$ cat src/rtl/l2_line_burst_adaptor.sv
// l2_line_burst_adaptor
// Bridges 256-bit L2 line reads/writes onto a 4-beat x 64-bit memory burst
// interface. Write-back lines are serialised beat by beat; fill lines are
// assembled from returned beats. Each request completes with a one-cycle
// pmem_resp.
module l2_line_burst_adaptor (
    input  logic         clk,
    input  logic         rst,
    input  logic [31:0]  pmem_address,
    input  logic         pmem_read,
    input  logic         pmem_write,
    input  logic [255:0] pmem_wdata,
    output logic [255:0] pmem_rdata,
    output logic         pmem_resp,
    output logic [31:0]  address_o,
    output logic         read_o,
    output logic         write_o,
    output logic [63:0]  burst_o,
    input  logic [63:0]  burst_i,
    input  logic         resp_i
);

    typedef enum logic [1:0] {
        IDLE = 2'd0,
        RD   = 2'd1,
        WR   = 2'd2,
        DONE = 2'd3
    } state_t;

    state_t         state_reg;
    logic [1:0]     cnt_reg;
    logic [255:0]   line_reg;

    // Line buffer with the incoming beat merged into slot cnt_reg.
    logic [255:0]   fill_next;
    // Line buffer viewed as four 64-bit beats for write serialisation.
    logic [63:0]    beat_sel [4];

    // The low address bits select a byte within the line and are dropped.
    logic           unused_addr_bits;
    assign unused_addr_bits = ^pmem_address[4:0];

    genvar gi;
    generate
        for (gi = 0; gi < 4; gi++) begin : g_beat
            assign fill_next[64*gi +: 64] = (cnt_reg == 2'(gi)) ? burst_i
                                                                 : line_reg[64*gi +: 64];
            assign beat_sel[gi] = line_reg[64*gi +: 64];
        end
    endgenerate

    // Request sequencing, beat counting and all registered outputs.
    always_ff @(posedge clk) begin
        if (rst) begin
            state_reg  <= IDLE;
            cnt_reg    <= 2'd0;
            line_reg   <= '0;
            pmem_rdata <= '0;
            pmem_resp  <= 1'b0;
            address_o  <= '0;
            read_o     <= 1'b0;
            write_o    <= 1'b0;
            burst_o    <= '0;
        end else begin
            case (state_reg)
                IDLE: begin
                    pmem_resp <= 1'b0;
                    // A write wins over a simultaneous read; the L2 re-requests the read.
                    if (pmem_write) begin
                        address_o <= {pmem_address[31:5], 5'b0};
                        line_reg  <= pmem_wdata;
                        burst_o   <= pmem_wdata[63:0];
                        write_o   <= 1'b1;
                        cnt_reg   <= 2'd0;
                        state_reg <= WR;
                    end else if (pmem_read) begin
                        address_o <= {pmem_address[31:5], 5'b0};
                        read_o    <= 1'b1;
                        cnt_reg   <= 2'd0;
                        state_reg <= RD;
                    end
                end
                RD: begin
                    if (resp_i) begin
                        line_reg <= fill_next;
                        cnt_reg  <= cnt_reg + 2'd1;
                        if (cnt_reg == 2'd3) begin
                            read_o     <= 1'b0;
                            pmem_resp  <= 1'b1;
                            pmem_rdata <= fill_next;
                            state_reg  <= DONE;
                        end
                    end
                end
                WR: begin
                    if (resp_i) begin
                        cnt_reg <= cnt_reg + 2'd1;
                        if (cnt_reg == 2'd3) begin
                            write_o   <= 1'b0;
                            burst_o   <= '0;
                            pmem_resp <= 1'b1;
                            state_reg <= DONE;
                        end else begin
                            burst_o <= beat_sel[cnt_reg + 2'd1];
                        end
                    end
                end
                DONE: begin
                    // Requests still held this cycle are deliberately ignored.
                    pmem_resp <= 1'b0;
                    state_reg <= IDLE;
                end
                default: state_reg <= IDLE;
            endcase
        end
    end

endmodule

$ cat config.mk
export PLATFORM = sky130hd
export DESIGN_NAME = l2_line_burst_adaptor
export DESIGN_NICKNAME = d
export VERILOG_FILES = /design/src/rtl/l2_line_burst_adaptor.sv
export SDC_FILE = /design/constraint.sdc
export NUM_CORES = 2
export LEC_CHECK = 0
export BUFFER_PORTS_ARGS = -buffer_cell sky130_fd_sc_hd__buf_2
export CELL_PAD_IN_SITES_DETAIL_PLACEMENT = 1
export CELL_PAD_IN_SITES_GLOBAL_PLACEMENT = 2
export CORE_MARGIN = 4
export CORE_UTILIZATION = 30
export CTS_BUF_LIST = sky130_fd_sc_hd__clkbuf_8
export CTS_CLUSTER_SIZE = 24
export DETAILED_ROUTE_END_ITERATION = 7
export PLACE_DENSITY = 0.78
export SLEW_MARGIN = 20
export SYNTH_ARGS = -nofsm -noshare
export SYNTH_HDL_FRONTEND = slang
export SYNTH_SLANG_ARGS = --single-unit
$ cat constraint.sdc
create_clock -name clk -period 1.9 [get_ports clk]
set_input_delay 0.19 -clock clk [delete_from_list [all_inputs] [get_ports clk]]
set_output_delay 0.19 -clock clk [all_outputs]
set_load 0.01 [all_outputs]
# After elaboration in Yosys (flattened, before gate mapping)
# Cells that the tools add are included.
# word_totals
latchBits	0
ff_bits	615
out_inout_bits	355
memories	0
romBits	0
ramBits	0
# classes
n_lt_le_gt_ge	1
n_mul	0
bitwise_logic	1
eq_ne	16
n_reduce_logical	17
n_mux	35
shift	0
add_sub_neg	1
div_mod_pow	0
# ops
op	n
$mux W64	9
$mux W256	2
$pmux W256 S2	1
$bmux W64 S2	1
$pmux W64 S2	1
$mux W32	2
$reduce_and A3 Y1	5
$mux W2	7
$ne A2 B2 Y1 const B	7
$eq A2 B2 Y1 const B	4
$reduce_bool A2 Y1	4
$mux W1	7
$pmux W1 S2	3
$pmux W2 S3	1
$reduce_and A5 Y1	1
$eq A2 B1 Y1 const B	2
$logic_not A2 Y1	2
$ne A2 B1 Y1 const B	2
$pmux W2 S2	1
$reduce_and A2 Y1	2
$reduce_and A4 Y1	1
$reduce_or A2 Y1	2
$ge A3 B3 Y1 const B	1
$ne A3 B3 Y1 const B	1
2 further kinds	2

# Depth between registers and ports, before layout
# logic_depth
word_depth	8
mapped_depth	9

# Least setup slack after synthesis
# OpenSTA, ideal clock, no wires.
# synth_timing
path_type	register to register
from	reg cnt_reg[0]
to	reg burst_o[18]
setup_ns	0.134
n_path_buf	2
setup_slack_ns	-0.108
period_less_slack_ns	2.008
arrival_time_ns	1.874
stages_incl_launch_ff	8
t_required_ns	1.766
cell_sequence	dfxtp_1 -> inv_1 -> ha_1 -> buf_2 -> buf_2 -> mux2_2 -> a222oi_1 -> a211oi_1
# synth_via
elab_chain_len	8
# synth_lines
element	line_no	text
from (decl)	31	logic [1:0] cnt_reg;
from (signal assigned)	86	cnt_reg <= cnt_reg + 2'd1;
from (signal assigned)	97	cnt_reg <= cnt_reg + 2'd1;
$add A2 B1 Y2	104	burst_o <= beat_sel[cnt_reg + 2'd1];
$not A2 Y3 (implied by the code)	104	
$bmux W64 S2	104	
$mux W64 (implied by the code) (2 in a row)	104	
$mux W64 *	98	if (cnt_reg == 2'd3) begin
$mux W64 *	96	if (resp_i) begin
$pmux W64 S2 *	65	case (state_reg)
to (signal assigned)	72	burst_o <= pmem_wdata[63:0];
to (signal assigned)	104	
to (decl)	18	output logic [63:0] burst_o,
# Mark *: on every way between the ends. The rest lies on a longest branch, timed or not. The select of a mux whose other input is x is not followed.
# A chain may end at the register's enable or synchronous reset.

# Worst setup path after layout
# layout_timing
from	reg cnt_reg[1]
to	reg burst_o[57]
# The elaborated chain is that of the path after synthesis.

==> impl_metrics.csv <==
group,metric,value,unit
synth,yosys.area.top_type,"dfxtp_1",
power,p_leak,18.4,nW
synth,syn_area_per_cell,9.40,sq um
setup_path,crit_arrival,2.77,ns
grt,grt_overflow,0,
placed_design,dp_hpwl,86.3,mm
cts,cts_max_level,3,
timing,setup_slack,-0.253,ns
drt,dr.first_iter.drc_count,2319,
power,ir_drop,895,uV
cells_and_area,multi_input_area,0.0148,sq mm
run_status,violations,"setup timing",
job,maxCapViolCount,0,
placed_design,gp_congestion,0.818,
cts,cts_buffer_depth,3,
floorplan,die_x,310,um
synth,syn_inst,2915,
run_status,outcome,"finished with violations",
floorplan,io_pins,712,
grt,antenna_found_initial,10,
cts,clkLatencyLatePin,0.79,ns
cells_and_area,area_delta_synth_final,59.2,%
timing,tightest_slew,0.983,ns
power,total_power,55.1,mW
cells_and_area,fillers,10152,
cts,cts_tree,"done",
cts,cts.sinks,610,
setup_path,endpoint_kind,"register",
power,power_density,1260,mW/mm^2
drt,ant_nets,0,
cells_and_area,drive_gt1_share,36.4,%
cells_and_area,regArea,0.0122,sq mm
cells_and_area,fin_nets,4569,
placed_design,portBuffers,701,
floorplan,dieArea,0.0962,sq mm
grt,grt_pass1_wl,191,mm
synth,yosysWarningCount,0,
timing,rsz0062_at_grt,"true",
synth,synth_area,0.0274,sq mm
cts,clk_pin_slew,0.06,ns
drt,via_per_inst,5.48,
synth,ys_seq_elements,610,
drt,vias,30001,
placed_design,placed_area,0.0338,sq mm
setup_path,worstSetupPathType,"register to register",
timing,min_period,2.15,ns
worst_hold_path,hold_depth,4,
cells_and_area,final-instance-count-excl-fill,5472,
grt,grtUsageTotal,25.9,%
drt,drt_first_pass_iters,6,
timing,clock_skew,0.0297,ns
cts,cts_inserted_buffers,111,
timing,hold_violations,0,
synth,synth.distinct_cells,38,
placed_design,dp.cells,4760,
timing,fmax,464,MHz
setup_path,path_max_fanout,8,
floorplan,fp.dieH,310,um
floorplan,core_area,0.0903,sq mm
floorplan,rows,110,
timing,timing.slew.headroom,34.4,%
worst_hold_path,min_path_type,"primary input to register",
drt,wl_per_cell,26.5,um
floorplan,initial_core_util,30.3,%
synth,synth_top_area_share,44.6,%
drt,drcViolationCount,0,
drt,totalWireLength,145,mm
setup_path,crit_path_start_kind,"register",
grt,grt_pass1_vias,30114,
timing,min_period_over_period,113,%
setup_path,reg2reg_depth,9,
timing,finalMaxSlewViolations,0,
cts,root_buffer,"clkbuf_8",
synth,ys_seq_area_share,44.6,%
cells_and_area,design_area,0.0436,sq mm
synth,synth.area.top_cells,"dfxtp_1 45%, mux2i_1 9.4%, a211oi_1 8.8%",
timing,finalSetupViolCount,141,
setup_path,cp.required,2.51,ns
grt,grt_max_degree,137,
[critical path, cell delays in order (launching register included)]
cell and delay, ns:
dfxtp_2 0.34, inv_2 0.05, ha_4 0.30, buf_12 0.12, buf_12 0.15, buf_12 0.15
buf_12 0.10, mux2_4 0.29, a222oi_1 0.36, a211oi_1 0.12
[report_power, final]
group / switching, mW / internal, mW
registers: 2.52 / 15.5
logic: 12.5 / 12.0
clock network: 6.08 / 6.58
total: 21.1 / 34.0
[cells in the final DEF (no fill, tap or decap), types with 2 or more instances in the layout]
cell,Yosys,routed
buf_2,100,700
dfxtp_2,0,4
clkbuf_16,0,46
a21oi_1,354,352
a211oi_2,0,38
nand2_1,55,55
clkbuf_8,0,140
nor2_1,513,513
mux2i_1,258,184
buf_8,0,17
buf_6,28,19
buf_16,0,33
a22o_1,256,256
diode_2,0,10
o21ai_0,3,3
buf_12,0,81
ha_1,10,2
dlygate4sd3_1,0,351
inv_2,0,3
conb_1,1,5
mux2i_4,0,27
inv_6,0,2
dfxtp_1,610,606
a211oi_4,0,2
a211oi_1,320,280
mux2i_2,0,47
nand4_1,2,2
clkinvlp_4,0,5
a222oi_1,64,64
and3b_4,0,2
ha_4,0,7
mux2_2,129,51
inv_1,7,41
nor3b_1,3,2
buf_4,25,229
a21oi_2,1,2
mux2_4,1,79
clkinv_2,0,11
[repair_timing]
action / in CTS / in global routing
endpoints found under the hold margin: 597 / 0
resized for setup: 106 / 218
gates cloned: 22 / 61
hold buffers: 351 / 0
setup endpoints to repair: 269 / 445
buffers inserted: 32 / 47
pin swaps: 97 / 100
[routing by layer]
layer,up-vias,wire length (um),track usage (%)
met1,14905,59300,31.7
met4,6,6740,10.4
met2,1264,68600,43.9
li1,13468,-,-
met3,358,10400,6.25
met5,-,43,0
[Yosys cell counts]
cell       number
nand3_1         1
nand2b_1        3
buf_2         100
o21ai_1         1
a21oi_1       354
nor2b_1         1
dfxtp_1       610
o2111ai_1       1
inv_1           7
a21boi_0        1
o21ai_0         3
mux2i_1       258
o21a_1          1
or4_1           1
a21oi_2         1
o41ai_1         1
and2_1          2
nand2_1        55
conb_1          1
and3b_1         2
a21bo_2         1
a22o_1        256
ha_1           10
a41o_1          1
a211oi_1      320
nor2_1        513
mux2_4          1
and3_1          1
a222oi_1       64
a311oi_1        1
buf_4          25
mux2_2        129
nor3b_1         3
or3b_2          1
buf_6          28
nand4_1         2
clkbuf_1      135
buf_1          20
[cell type report]
class / instances / area share, %
Clock buffer: 140 / 4.42
Multi-Input combinational cell: 1995 / 33.9
Timing Repair Buffer: 1477 / 29.6
Sequential cell: 610 / 28.0
Inverter: 7 / 0.0688
Antenna cell: 10 / 0.0574
Tap cell: 1176 / 3.37
Clock inverter: 57 / 0.602
[cells by family (layout without fill, tap and decap cells)]
family,count (synthesis),count (layout),synth area share (%)
buffers and inverters,315,1681,5.88
flip-flops,610,610,44.6
AO/OA/AOI/OAI,1006,1006,26.1
multiplexers,388,388,14.8
adder cells (fa/ha/maj),10,10,0.457
AND/OR/NAND/NOR,585,586,8.21
other,1,15,0.0137
[stage by stage]
step | util, % | setup TNS [ns] | setup WS (ns) | hold WS [ns]
2_1_floorplan | - | -0.413 | -0.00917 | 0.326
3_3_place_gp | 37.5 | -9.26 | -0.103 | 0.430
3_5_place_dp | 37.5 | -20.46 | -0.172 | 0.440
4_1_cts | 45.3 | -4.75 | -0.142 | 0.121
5_1_grt | 48.3 | -19.57 | -0.312 | 0.175
6_report | 48.3 | -7.89 | -0.253 | 0.204
[path summary, 6_finish.rpt]
check                             startpoint                         end  slack (ns)
setup / recovery     cnt_reg[1]$_SDFFE_PP0P_    burst_o[57]$_SDFFE_PP0P_       -0.25
hold / removal              pmem_address[22]  address_o[22]$_SDFFE_PP0P_        0.20
setup reg to reg     cnt_reg[1]$_SDFFE_PP0P_    burst_o[57]$_SDFFE_PP0P_       -0.25
hold reg to reg   address_o[23]$_SDFFE_PP0P_  address_o[23]$_SDFFE_PP0P_        0.45
(Power assumes the default switching activity.)
